File: src/rtl/mq_shift_pkg.sv
// Shared types and constants for the multiplier/divider Q shift register.
// Encodings line up with the 2-bit mode and 1-bit dir port values.
package mq_shift_pkg;

    typedef enum logic [1:0] {
        LOGIC  = 2'b00,
        ARITH  = 2'b01,
        ROTATE = 2'b10
    } shift_mode_t;

    typedef enum logic {
        IDLE = 1'b0,
        RUN  = 1'b1
    } state_t;

    localparam logic DIR_RIGHT = 1'b0;
    localparam logic DIR_LEFT  = 1'b1;

    // The reserved encoding 2'b11 behaves as LOGIC.
    function automatic shift_mode_t decode_mode(input logic [1:0] m);
        case (m)
            2'b01:   return ARITH;
            2'b10:   return ROTATE;
            default: return LOGIC;
        endcase
    endfunction

endpackage

File: src/rtl/mq_shift_step.sv
// One combinational shift step: next register value plus the bit shifted out.
// Shared by the single-step and counted-shift paths of mq_shift_register.
module mq_shift_step
    import mq_shift_pkg::*;
#(
    parameter int W = 8
) (
    input  logic [W-1:0] d,
    input  logic         dir,
    input  shift_mode_t  mode,
    input  logic         ser_in,
    output logic [W-1:0] d_next,
    output logic         bit_out
);

    logic fill;

    // NOTE: every always_comb output gets a default first so no path can infer a latch.
    always_comb begin
        fill    = ser_in;
        d_next  = d;
        bit_out = 1'b0;
        if (dir == DIR_RIGHT) begin
            case (mode)
                ARITH:   fill = d[W-1];
                ROTATE:  fill = d[0];
                default: fill = ser_in;
            endcase
            d_next  = {fill, d[W-1:1]};
            bit_out = d[0];
        end else begin
            case (mode)
                ARITH:   fill = 1'b0;
                ROTATE:  fill = d[W-1];
                default: fill = ser_in;
            endcase
            d_next  = {d[W-2:0], fill};
            bit_out = d[W-1];
        end
    end

endmodule

File: src/rtl/mq_shift_register.sv
// Parametrised Q shift register: parallel load, single-step shift, and a
// counted multi-step shift under a start/busy/done handshake.
module mq_shift_register
    import mq_shift_pkg::*;
#(
    parameter int W  = 8,
    parameter int CW = $clog2(W + 1) + 1
) (
    input  logic          clk,
    input  logic          rst,
    input  logic          load,
    input  logic [W-1:0]  data_in,
    input  logic          shift,
    input  logic          dir,
    input  logic [1:0]    mode,
    input  logic          ser_in,
    input  logic          start,
    input  logic [CW-1:0] count,
    output logic [W-1:0]  data_out,
    output logic          ser_out,
    output logic          busy,
    output logic          done
);

    localparam logic [CW-1:0] W_CNT = CW'(W);

    state_t        state;
    logic [CW-1:0] cnt;
    logic          dir_q;
    shift_mode_t   mode_q;

    logic          step_dir;
    shift_mode_t   step_mode;
    logic [W-1:0]  step_d;
    logic          step_bit;
    logic [CW-1:0] count_clamped;

    // Counted steps use controls captured at start; single steps use the live ones.
    assign step_dir      = (state == RUN) ? dir_q  : dir;
    assign step_mode     = (state == RUN) ? mode_q : decode_mode(mode);
    assign count_clamped = (count > W_CNT) ? W_CNT : count;

    mq_shift_step #(.W(W)) u_step (
        .d       (data_out),
        .dir     (step_dir),
        .mode    (step_mode),
        .ser_in  (ser_in),
        .d_next  (step_d),
        .bit_out (step_bit)
    );

    // NOTE: state registers use non-blocking assignments so every flop samples pre-edge values.
    always_ff @(posedge clk or posedge rst) begin
        if (rst) begin
            state    <= IDLE;
            cnt      <= '0;
            dir_q    <= DIR_RIGHT;
            mode_q   <= LOGIC;
            data_out <= '0;
            ser_out  <= 1'b0;
            busy     <= 1'b0;
            done     <= 1'b0;
        end else begin
            done <= 1'b0;
            case (state)
                IDLE: begin
                    if (start) begin
                        if (count == '0) begin
                            done <= 1'b1;
                        end else begin
                            cnt    <= count_clamped;
                            dir_q  <= dir;
                            mode_q <= decode_mode(mode);
                            state  <= RUN;
                            busy   <= 1'b1;
                        end
                    end else if (shift) begin
                        data_out <= step_d;
                        ser_out  <= step_bit;
                    end else if (load) begin
                        data_out <= data_in;
                    end
                end
                RUN: begin
                    data_out <= step_d;
                    ser_out  <= step_bit;
                    cnt      <= cnt - CW'(1);
                    if (cnt == CW'(1)) begin
                        state <= IDLE;
                        busy  <= 1'b0;
                        done  <= 1'b1;
                    end
                end
                default: begin
                    state <= IDLE;
                    busy  <= 1'b0;
                end
            endcase
        end
    end

endmodule

File: config.mk
export PLATFORM = sky130hd
export DESIGN_NAME = mq_shift_register
export DESIGN_NICKNAME = d
export VERILOG_FILES = /design/src/rtl/mq_shift_pkg.sv /design/src/rtl/mq_shift_step.sv /design/src/rtl/mq_shift_register.sv
export SDC_FILE = /design/constraint.sdc
export NUM_CORES = 1
export LEC_CHECK = 0
export BUFFER_PORTS_ARGS = -buffer_cell sky130_fd_sc_hd__clkbuf_2
export CAP_MARGIN = 20
export CORE_MARGIN = 2
export CORE_UTILIZATION = 56
export CTS_BUF_LIST = sky130_fd_sc_hd__clkbuf_4 sky130_fd_sc_hd__clkbuf_8
export DETAILED_ROUTE_END_ITERATION = 6
export PLACE_DENSITY = 0.94
export SLEW_MARGIN = 10
export SYNTH_ARGS = -nofsm -noshare
export SYNTH_HDL_FRONTEND = slang
export SYNTH_SLANG_ARGS = --single-unit
export TNS_END_PERCENT = 50
File: constraint.sdc
create_clock -name clk -period 4.8 [get_ports clk]
set_input_delay 0.24 -clock clk [delete_from_list [all_inputs] [get_ports clk]]
set_output_delay 0.24 -clock clk [all_outputs]
set_load 0.02 [all_outputs]
== Word level (Yosys, flattened, before mapping) ==
Index checks and enable logic that the tools add are counted.
W data, S select, Z words.

* Add/sub/neg operators: 1
* Magnitude comparators: 1
* Equality and inequality tests: 11
* Multiplexer cells: 30
* Bitwise logic cells: 2
* Reduce and logical (&&, ||, !) cells: 6

{| class="wikitable"
|+ Operators with widths
! kind !! count
|-
| $mux W8 || 4
|-
| $pmux W8 S2 || 1
|-
| $mux W5 || 3
|-
| $mux W1 || 13
|-
| $pmux W1 S2 || 6
|-
| $pmux W5 S2 || 1
|-
| $ne A2 B2 Y1 const B || 4
|-
| $reduce_and A2 Y1 || 3
|-
| $reduce_and A3 Y1 || 2
|-
| $eq A5 B1 Y1 const B || 1
|-
| $gt A5 B4 Y1 const B || 1
|-
| $logic_not A5 Y1 || 1
|-
| $sub A5 B1 Y5 const B || 1
|-
| $eq A2 B1 Y1 const B || 2
|-
| $eq A2 B2 Y1 const B || 2
|-
| $pmux W2 S2 || 1
|-
| $ne A3 B3 Y1 const B || 1
|-
| $mux W2 || 1
|-
| $ne A2 B1 Y1 const B || 1
|-
| $not A1 Y1 || 2
|}

* Bits in registers: 20
* Input port bits: 22
* Output and inout port bits: 11
* Word-level logic and storage cells: 59

== Logic depth before layout (Yosys ltp) ==
* Word-level depth: 9
* Mapped depth: 10
* Depth with buffers taken out: 8

== By module ==
Synthesis repeated with hierarchy kept, for this count alone.

* Cells, all modules: 115
* Area total of the unflattened synthesis: 1305.0 sq um

{| class="wikitable"
|+ By module, submodules not included
! module !! instances !! cells an instance !! area an instance (sq um) !! sequential area each (sq um)
|-
| mq_shift_register || 1 || 94 || 1097.3 || 500.5
|-
| mq_shift_step || 1 || 21 || 207.7 || 0.0
|}

== Worst setup path after synthesis ==
Ideal clock, no wire load.

* Kind: register to register
* Start point: reg state
* End point: reg data_out[7]
* Setup time: 127 ps
* Arrival: 1826 ps
* Data required time: 4673 ps
* Path slack: 2847 ps
* Stages on the path, launching flop included: 10
* Buffers on the path: 2
* Clock period less this slack: 1953 ps
* Path through: dfrtp_1 > buf_2 > buf_1 > nand2_1 > o21a_1 > ha_1 > a221oi_1 > a21oi_1 > a21oi_1 > o21ai_0

* Word-level cells in the longest chain between the ends: 7
* Elaborated cells between the ends (all ways): 13
* Those cells by class: eq/ne: 4; mux: 7; bitwise: 1; reduce/logical: 1

{| class="wikitable"
|+ RTL lines
! element !! line !! source
|-
| from (decl) || mq_shift_register.sv:27 || <nowiki>state_t state;</nowiki>
|-
| from (signal assigned) || mq_shift_register.sv:55 || <nowiki>state <= IDLE;</nowiki>
|-
| from (signal assigned) || mq_shift_register.sv:74 || <nowiki>state <= RUN;</nowiki>
|-
| from (signal assigned) || mq_shift_register.sv:89 || <nowiki>state <= IDLE;</nowiki>
|-
| $mux W2 || mq_shift_register.sv:40 || <nowiki>assign step_mode = (state == RUN) ? mode_q : decode_mode(mode);</nowiki>
|-
| $eq A2 B2 Y1 / $eq A2 B1 Y1 (equally long branches) || mq_shift_step.sv:24 || <nowiki>case (mode)</nowiki>
|-
| $pmux W1 S2 || mq_shift_step.sv:24 ||
|-
| $mux W8 || mq_shift_step.sv:23 || <nowiki>if (dir == DIR_RIGHT) begin</nowiki>
|-
| $mux W8 || mq_shift_register.sv:77 || <nowiki>end else if (shift) begin</nowiki>
|-
| $mux W8 || mq_shift_register.sv:67 || <nowiki>if (start) begin</nowiki>
|-
| $pmux W8 S2 || mq_shift_register.sv:65 || <nowiki>case (state)</nowiki>
|-
| to (signal assigned) || mq_shift_register.sv:78 || <nowiki>data_out <= step_d;</nowiki>
|-
| to (signal assigned) || mq_shift_register.sv:81 || <nowiki>data_out <= data_in;</nowiki>
|-
| to (signal assigned) || mq_shift_register.sv:85 || <nowiki>data_out <= step_d;</nowiki>
|-
| to (decl) || mq_shift_register.sv:19 || <nowiki>output logic [W-1:0] data_out,</nowiki>
|}

Several ways; a longest one is shown, not always the timed one. The select of a mux whose other input is x is not followed.
A chain may end at the register's enable or synchronous reset.

== Worst setup path in the final report ==
Same ends and word-level chain as after synthesis.

==> key figures <==
Synthesis
  – Post-synthesis sequential area ratio: 0.382
  – Most frequent cell after synthesis: dfrtp_1
  – Post-synth EDFFs: 0
  – Avg Cell Area, Syn: 8.51 um2
  – Synth area leaders: dfrtp_1, a21oi_1, mux2i_1, o21ai_0, nor2_1
  – Syn Inst Count: 154
  – Yosys top cell area share: 0.382
  – Synth Flop Type: dfrtp_1
  – Post-synth cell types: 39
  – Synthesized Nets: 180
  – Post-synth top area cell: dfrtp_1
  – Synth Register Bits: 20
  – Ys async rst share: 1.00
  – Warnings from Yosys: 0
  – Synthesized area: 0.00131 mm2
  – Top post-synthesis cells by count: dfrtp_1, a21oi_1, nor2_1

Clock network
  – Worst-path clk slew: 0.12 ns
  – Post-CTS Setup Inserts: 0
  – CTS buffer count: 3
  – Clock latency on the worst-skew pair: 0.31 ns
  – CTS tree: done
  – CTS H-tree depth: 1
  – CTS Hold Bufs: 0
  – CTS Sinks: 20
  – Clock root buffer: clkbuf_4
  – Max clock buf depth: 2
  – Resized Gates After CTS: 0

Worst setup path
  – Worst EP arrival: 2.59 ns
  – Setup CP Type: register to register
  – Crit-path cells: o21ai_0 > ha_1 > a221oi_1 > a21oi_1 > a21oi_1 > o21ai_0
  – Highest-delay cell along the critical path: dfrtp_1
  – Crit end category: register
  – CP max FO: 34
  – Crit path required time: 5.01 ns
  – Worst Setup Start Kind: register
  – Buf/Inv on CP: 0
  – Family with the most delay on the worst path: flip-flops
  – Crit-path max cell delay: 1.04 ns

Detailed routing
  – WL/cell: 16.6 um
  – Drt first pass iters: 4
  – Detailed Route WL: 3500 um
  – Drt via density: 6.15
  – Antenna viol nets, final: 0
  – Total number of vias: 1297
  – 1st-iter DRT viols: 50
  – Drt drc: 0

Floorplan
  – Die Y: 52.4 um
  – Die footprint: 0.00274 mm2
  – Cell row count: 17
  – Top Ports: 33
  – Starting Density: 0.592
  – Core area: 0.00221 mm2
  – Die X: 52.4 um

GRT
  – GRT Total Usage: 0.289
  – First-pass GRT wire length: 5800 um
  – Initial antenna violation count: 0
  – Grt total ovfl: 0
  – Number of global-route vias before repair: 1258
  – Largest net degree at the start of global routing: 35

Placed design
  – Post-DP Area: 0.00148 mm2
  – Gpl congestion: 0.872
  – Number of port buffers: 32
  – Place WS: 2.49 ns
  – Sum of net half-perimeters after detailed placement: 2530 um

Timing
  – Highest Clock Rate: 420 MHz
  – Final setup vio count: 0
  – Final Max Tran Viols: 0
  – Final Hold Viols: 0
  – Clk_skew: 0.00217 ns
  – Slew @ Worst Pin: 1.03 ns
  – Relative slew slack: 0.316
  – Final period utilization: 0.495
  – Post-layout min period: 2.38 ns
  – Worst setup margin: 2.42 ns
  – RSZ-0062 raised after global routing: no
  – Setup TNS Final: 0 ns

Finish
  – Area grow syn2layout: 15.6%
  – Final Cell Area: 0.00151 mm2
  – Post-layout net count: 210
  – Diode count: 0
  – Share of cells above drive strength 1: 0.224

Pwr
  – Power share of the combinational group: 0.494
  – Clock power share: 0.109
  – Cell-internal power: 0.506 mW
  – Switch Pwr: 0.448 mW
  – Power density over the cells: 630 mW/mm2
  – Sw Share: 0.469
  – Flop pwr share: 0.397
  – LEAKAGE: 0.717 nW
  – Maximum vdd drop: 0.352 mV

Run status
  – Outcome: completed

Hold path
  – Hold WC Path Type: input port to asynchronous set/reset pin

Flow run
  – Max-cap violations: 0
==> registers in the layout, indices dropped and copies added, names as in the netlist <==
name	count
busy	1
data_out	8
done	1
ser_out	1
dir_q	1
mode_q	2
cnt	5
state	1
==> cell usage in the layout (no fill, tap or decap), types with 4 or more instances in the layout <==
cell type	Yosys	final
nand2_1	13	13
dfrtp_1	20	20
inv_1	10	10
a211oi_1	6	6
ha_1	4	4
a21oi_1	18	18
nand2b_1	4	4
nor2b_1	5	5
o21ai_0	12	12
mux2i_1	9	9
nor2_1	15	15
clkbuf_2	0	32
==> worst paths after layout <==
check	start	endpoint	cells after the start	slack, ns
setup / recovery	state$_DFF_PP0_	data_out[7]$_DFFE_PP0P_	6	2.42
min in group clk	mode[0]	mode_q[0]$_DFFE_PP0P_	3	0.22
hold reg to reg	busy$_DFFE_PP0P_	busy$_DFFE_PP0P_	2	0.50
setup reg to reg	state$_DFF_PP0_	data_out[7]$_DFFE_PP0P_	6	2.42
hold / removal	rst	state$_DFF_PP0_	2	0.03
max in group asynchronous	rst	data_out[2]$_DFFE_PP0P_	2	4.28
==> kinds of logic (layout without fill, tap and decap cells) <==
logic type,after synthesis,in the layout,synth area share
compound gates,56,56,0.276
xor+xnor,1,1,0.00669
fa+ha+maj,4,4,0.0382
buf+inv,17,46,0.0497
flops,20,20,0.382
mux,10,10,0.0774
simple gates,46,46,0.170
==> cell type report <==
cell class	instances	area (um2)
clock buffer	4	36.3
fill	189	698
inverter	10	37.5
multi-input combinational	117	744
sequential	20	500
tap	28	35.0
timing repair buffer	32	160
==> routing by layer <==
metal  routed length (um)  GRT usage  vias up  share of wire
met4                   72      0.145        0          0.021
met3                  212     0.0686       11          0.061
met2                 1870      0.481       62           0.53
met5                    0          0        -              0
met1                 1350      0.345      608           0.38
li1                     -          -      616              -
==> power groups by stage <==
stage	Sequential, mW	Clock, mW	Combinational, mW
2_1_floorplan	0.375	0	0.319
3_3_place_gp	0.365	0	0.432
3_5_place_dp	0.377	0	0.463
4_1_cts	0.374	0.103	0.472
5_1_grt	0.393	0.113	0.524
6_report	0.379	0.104	0.471
==> worst register-to-register path: stages, from the launching register on <==
cell and delay, ns:
dfrtp_1 1.04, o21ai_0 0.31, ha_1 0.39, a221oi_1 0.25, a21oi_1 0.07, a21oi_1 0.14
o21ai_0 0.08
==> metrics by stage <==
stage | hold WS (ns) | util | cells | power (mW)
after floorplan | 0.204 | - | 154 | 0.694
final | 0.0335 | 0.684 | 211 | 0.954
after detailed placement | 0.407 | 0.668 | 207 | 0.840
after global routing | 0.109 | 0.684 | 211 | 1.03
after CTS | 0.0565 | 0.684 | 211 | 0.949
after global placement | 0.396 | 0.668 | 207 | 0.797
Power figures use the tool's default switching activity.
